===== src/rtl/keypad_tx.sv =====
// Keypad-side transmitter: serialises a two-digit item code as two timed
// KEY_PRESS strobes with ITEM_CODE held stable around each strobe.
module keypad_tx #(
  parameter int PULSE_LEN  = 1,
  parameter int GAP_CYCLES = 3
) (
  input  logic       clk_i,
  input  logic       rst_ni,
  input  logic       send_i,
  input  logic [3:0] digit_hi_i,
  input  logic [3:0] digit_lo_i,
  input  logic       abort_i,
  output logic [3:0] item_code_o,
  output logic       key_press_o,
  output logic       busy_o,
  output logic       done_o,
  output logic       bad_digit_o,
  output logic       aborted_o
);

  localparam int MAXD = (PULSE_LEN > GAP_CYCLES) ? PULSE_LEN : GAP_CYCLES;
  localparam int CW   = (MAXD > 1) ? $clog2(MAXD) : 1;

  typedef enum logic [2:0] {
    IDLE, HI_SETUP, HI_PULSE, GAP, LO_SETUP, LO_PULSE, FINISH
  } state_e;

  state_e        state_q, state_d;
  logic [CW-1:0] cnt_q, cnt_d;
  logic [3:0]    hi_q, hi_d, lo_q, lo_d;
  logic          bad_pend_q, bad_pend_d;
  logic [3:0]    item_q, item_d;
  logic          kp_q, kp_d, busy_q, busy_d, done_q, done_d;
  logic          bad_q, bad_d, abrt_q, abrt_d;

  always_ff @(posedge clk_i or negedge rst_ni) begin
    if (!rst_ni) begin
      state_q    <= IDLE;
      cnt_q      <= '0;
      hi_q       <= '0;
      lo_q       <= '0;
      bad_pend_q <= 1'b0;
      item_q     <= '0;
      kp_q       <= 1'b0;
      busy_q     <= 1'b0;
      done_q     <= 1'b0;
      bad_q      <= 1'b0;
      abrt_q     <= 1'b0;
    end else begin
      state_q    <= state_d;
      cnt_q      <= cnt_d;
      hi_q       <= hi_d;
      lo_q       <= lo_d;
      bad_pend_q <= bad_pend_d;
      item_q     <= item_d;
      kp_q       <= kp_d;
      busy_q     <= busy_d;
      done_q     <= done_d;
      bad_q      <= bad_d;
      abrt_q     <= abrt_d;
    end
  end

  always_comb begin
    state_d    = state_q;
    cnt_d      = cnt_q;
    hi_d       = hi_q;
    lo_d       = lo_q;
    bad_pend_d = 1'b0;
    item_d     = '0;
    kp_d       = 1'b0;
    busy_d     = 1'b0;
    done_d     = 1'b0;
    bad_d      = bad_pend_q;
    abrt_d     = 1'b0;

    // Outputs are a registered decode of the state being left, so every
    // output trails the state register by one cycle.
    unique case (state_q)
      HI_SETUP: begin item_d = hi_q; busy_d = 1'b1; end
      HI_PULSE: begin item_d = hi_q; busy_d = 1'b1; kp_d = 1'b1; end
      GAP:      begin item_d = hi_q; busy_d = 1'b1; end
      LO_SETUP: begin item_d = lo_q; busy_d = 1'b1; end
      LO_PULSE: begin item_d = lo_q; busy_d = 1'b1; kp_d = 1'b1; end
      FINISH:   done_d = 1'b1;
      default:  ;
    endcase

    if (abort_i && state_q != IDLE) begin
      state_d = IDLE;
      cnt_d   = '0;
      item_d  = '0;
      kp_d    = 1'b0;
      busy_d  = 1'b0;
      done_d  = 1'b0;
      abrt_d  = 1'b1;
    end else begin
      unique case (state_q)
        IDLE: if (send_i) begin
          if (digit_hi_i > 4'd9 || digit_lo_i > 4'd9) begin
            bad_pend_d = 1'b1;
          end else begin
            hi_d    = digit_hi_i;
            lo_d    = digit_lo_i;
            cnt_d   = '0;
            state_d = HI_SETUP;
          end
        end
        HI_SETUP: begin
          state_d = HI_PULSE;
          cnt_d   = CW'(PULSE_LEN - 1);
        end
        HI_PULSE: begin
          if (cnt_q == '0) begin
            state_d = GAP;
            cnt_d   = CW'(GAP_CYCLES - 1);
          end else begin
            cnt_d = cnt_q - CW'(1);
          end
        end
        GAP: begin
          if (cnt_q == '0) begin
            state_d = LO_SETUP;
            cnt_d   = '0;
          end else begin
            cnt_d = cnt_q - CW'(1);
          end
        end
        LO_SETUP: begin
          state_d = LO_PULSE;
          cnt_d   = CW'(PULSE_LEN - 1);
        end
        LO_PULSE: begin
          if (cnt_q == '0) begin
            state_d = FINISH;
            cnt_d   = '0;
          end else begin
            cnt_d = cnt_q - CW'(1);
          end
        end
        FINISH: begin
          state_d = IDLE;
          cnt_d   = '0;
        end
        default: state_d = IDLE;
      endcase
    end
  end

  assign item_code_o = item_q;
  assign key_press_o = kp_q;
  assign busy_o      = busy_q;
  assign done_o      = done_q;
  assign bad_digit_o = bad_q;
  assign aborted_o   = abrt_q;

endmodule

===== config.mk =====
export PLATFORM = sky130hd
export DESIGN_NAME = keypad_tx
export DESIGN_NICKNAME = d
export VERILOG_FILES = /design/src/rtl/keypad_tx.sv
export SDC_FILE = /design/constraint.sdc
export NUM_CORES = 1
export LEC_CHECK = 0
export ABC_CLOCK_PERIOD_IN_PS = 1450
export BUFFER_PORTS_ARGS = -buffer_cell sky130_fd_sc_hd__buf_2
export CAP_MARGIN = 20
export CORE_UTILIZATION = 33
export CTS_BUF_LIST = sky130_fd_sc_hd__clkbuf_2 sky130_fd_sc_hd__clkbuf_4 sky130_fd_sc_hd__clkbuf_8
export CTS_CLUSTER_DIAMETER = 200
export DETAILED_ROUTE_END_ITERATION = 16
export SETUP_SLACK_MARGIN = 0.5
export SYNTH_ARGS = -nofsm -noshare
export SYNTH_HDL_FRONTEND = slang
export SYNTH_SLANG_ARGS = --single-unit
export TNS_END_PERCENT = 50

===== constraint.sdc =====
create_clock -name clk_i -period 1.45 [get_ports clk_i]
set_clock_uncertainty 0.1 [all_clocks]
set_input_delay 0.145 -clock clk_i [delete_from_list [all_inputs] [get_ports clk_i]]
set_output_delay 0.145 -clock clk_i [all_outputs]
set_load 0.02 [all_outputs]

==> key figures <==
Worst setup path
  • CP arrival: 1.49 ns
  • Buffers & Inverters on Critical Path: 0
  • Worst EP required: 1.55 ns
  • Setup crit start: state_q[0]$_DFFE_PN0P_
  • RR Endpoint: hi_q[0]$_DFFE_PN0P_
  • Crit-path max cell delay: 0.43 ns
  • Crit. path cell count: 3
  • Max FO, Critical Path: 9
  • Worst setup path class: register to register
  • R2R cell count: 3
  • Slowest stage cell, crit path: dfrtp_1
  • CP Capture Type: register
  • Crit path max-delay family: simple AND/OR/NAND/NOR gates
  • Setup crit start kind: register
  • RR Startpoint: state_q[0]$_DFFE_PN0P_
  • CP endpoint: hi_q[0]$_DFFE_PN0P_
  • R2r setup slk: 0.06 ns
  • Cell Chain, Critical Path: nor3_4 -> nand4_4 -> mux2_2

CTS
  • Worst-Skew Late Latency: 0.31 ns
  • H-Tree Depth: 1
  • Clk buf depth: 2
  • CTS buffer count: 3
  • Root Buffer: clkbuf_4
  • CTS tree: built
  • CTS sink cnt: 23
  • CTS clock-pin slew for the worst setup and hold paths: 0.12 ns

Global routing
  • First-pass GRT wire length: 3.69 mm
  • Vias in the first global route: 819
  • Gr usage total: 0.145
  • Largest net degree at the start of global routing: 24
  • Remaining Overflow, GRT: 0
  • Initial antenna violation count: 0

STA
  • Period utilisation layout: 0.959
  • Endpoints failing hold: 0
  • Worst hold slack: 0.0456 ns
  • Endpoints failing setup: 0
  • Top achievable clock speed: 0.719 GHz
  • Slew headroom: 0.660
  • RSZ-0062 raised after global routing: true
  • Slew @ Worst Pin: 0.510 ns
  • Setup_tns: 0 ns
  • Period minus WS final: 1.39 ns
  • Final number of max-transition violations: 0

Logic synthesis
  • Largest family of logic cells by synthesized area: simple AND/OR/NAND/NOR gates
  • Adder-Cell Fraction of Synth Area: 0.0353
  • Sequential share of the synthesized area: 0.541
  • Top cell type's share of synthesized area: 0.541
  • Syn Area/Cell: 11.6 um^2
  • Simple-gate share of the synthesized area: 0.187
  • Post-synthesis cell count: 92
  • Mapped Nets: 107
  • Synthesized flop and latch total: 23
  • Async S/R FF share, synth: 1.00
  • Count leader, synth: dfrtp_1
  • Synth cell count leaders: dfrtp_1 (23), mux2_2 (8), nand2_1 (8)
  • Proportion of synthesized area in mux cells: 0.0846
  • Yosys cell types: 29
  • Yosys top cell by area: dfrtp_1
  • Post-synthesis compound-gate area fraction: 0.116
  • Top cells by area, synth: dfrtp_1 (54%), mux2_2 (8.5%), ha_1 (3.5%), nand3b_1 (3.5%), a21oi_1 (3.3%)
  • Post-synthesis xor/xnor area fraction: 0.00823
  • YS warnings: 0
  • Number of synthesized flops with an enable pin: 0
  • Synth Flop Type: dfrtp_1
  • Mapped cell area: 1060 um^2

Route
  • DRT Pass-1 Iters: 5
  • Routed WL: 2.24 mm
  • Antenna Nets Post-Route: 0
  • Iteration-0 DRC Markers: 15
  • Vias per cell: 4.78
  • Via count: 856
  • DRC errors left: 0
  • Wire per inst: 12.5 um

Placed design
  • Port Buffers: 20
  • Placed cell area: 1310 um^2
  • GP Congestion: 0.768
  • Hpwl dp: 1.55 mm

Floorplanning
  • DIE AREA: 3460 um^2
  • Die Wd: 58.8 um
  • FP Rows: 20
  • Initial core utilization: 0.349
  • Core region area: 3050 um^2
  • Ports: 21
  • DIE HEIGHT: 58.8 um

Power and ir drop
  • VDD IR max: 0.953 mV
  • Pwr Density: 1700 nW/um^2
  • Pleak: 0.000693 uW

Layout
  • Number of fill cells: 314
  • Share of cells above drive strength 1: 0.415
  • Reg area: 577 um^2
  • Post-route cell area: 1510 um^2
  • Final nets: 151
  • Antenna Cells: 0
  • Multi-input logic area: 527 um^2
  • Synth-to-Final Area Change: 42.1%

Outcome
  • Status: complete, no violations

Run
  • Max-Cap Viols: 0

Hold path
  • Hold Crit Class: primary input to register
## where the power goes
group | internal (uW) | switching, uW | leakage [uW]
Clock | 126 | 179 | 0.0000184
Combinational | 619 | 632 | 0.000378
Sequential | 880 | 133 | 0.000296
## area by class of cell
type                            count  share of cell area
Clock buffer                        4              0.0199
Timing Repair Buffer               43               0.207
Tap cell                           44              0.0364
Inverter                            3             0.00744
Sequential cell                    23               0.381
Multi-Input combinational cell     62               0.348
## cell usage in the layout, fill, tap and decap left out, types with 3 or more instances in the layout
master / instances
dfrtp_1: 22
clkbuf_4: 4
o21ai_1: 3
nand2b_1: 3
mux2_2: 8
dlygate4sd3_1: 10
nor2_1: 3
buf_2: 20
a21oi_1: 6
buf_6: 4
nand2_1: 8
nand3b_1: 5
buf_4: 9
inv_1: 3
## metrics by stage
step,setup WS (ns),util,total power [uW],instances
finish,0.0600,0.495,2570,179
global route,0.00950,0.495,2760,179
CTS,0.0555,0.482,2500,179
detailed placement,0.0660,0.427,2120,163
global placement,0.102,0.427,2090,163
floorplan,0.0413,-,1780,92
## registers in the layout (all words and copies together) (netlist names), 2 cells and up
name and count:
item_code_o 4, hi_q 4, state_q 3, lo_q 4
cnt_q 2
## worst register-to-register path, stage by stage, from the launching register on
cell and delay, ns:
dfrtp_1 0.43, nor3_4 0.24, nand4_4 0.20, mux2_2 0.33
## logic make-up (layout without fill, tap and decap cells)
kind of cell               count (synthesis)  count (layout)
buffers and inverters                      7              50
muxes                                      8               8
and+or+nand+nor                           30              30
adders and majority gates                  3               3
xor gates and xnor gates                   1               1
AOI/OAI and AO/OA                         20              20
DFF                                       23              23
## worst min-delay path by stage
stage	from	to	depth (start not counted)
2_1_floorplan	rst_ni	aborted_o$_DFF_PN0_	0
3_3_place_gp	rst_ni	item_code_o[0]$_DFF_PN0_	1
4_1_cts	abort_i	item_code_o[1]$_DFF_PN0_	2
6_report	abort_i	state_q[2]$_DFFE_PN0P_	2
5_1_grt	abort_i	state_q[2]$_DFFE_PN0P_	2
3_5_place_dp	rst_ni	item_code_o[2]$_DFF_PN0_	1
## layer usage
layer | vias up | wire, um | track usage | part of all wire
li1 | 416 | - | - | -
met1 | 419 | 1060 | 0.197 | 0.47
met2 | 17 | 1060 | 0.221 | 0.47
met3 | 4 | 79 | 0.0396 | 0.035
met4 | 0 | 38 | 0.0510 | 0.017
met5 | - | 0 | 0 | 0
## what timing repair did
item | CTS | global route
endpoints found under the hold margin | 32 | 0
pin swaps | 1 | 4
hold buffers | 10 | 0
resized for setup | 6 | 8
setup endpoints to repair | 31 | 31
setup buffers | 2 | 0
Note: power is estimated with default switching activity, not from simulation.
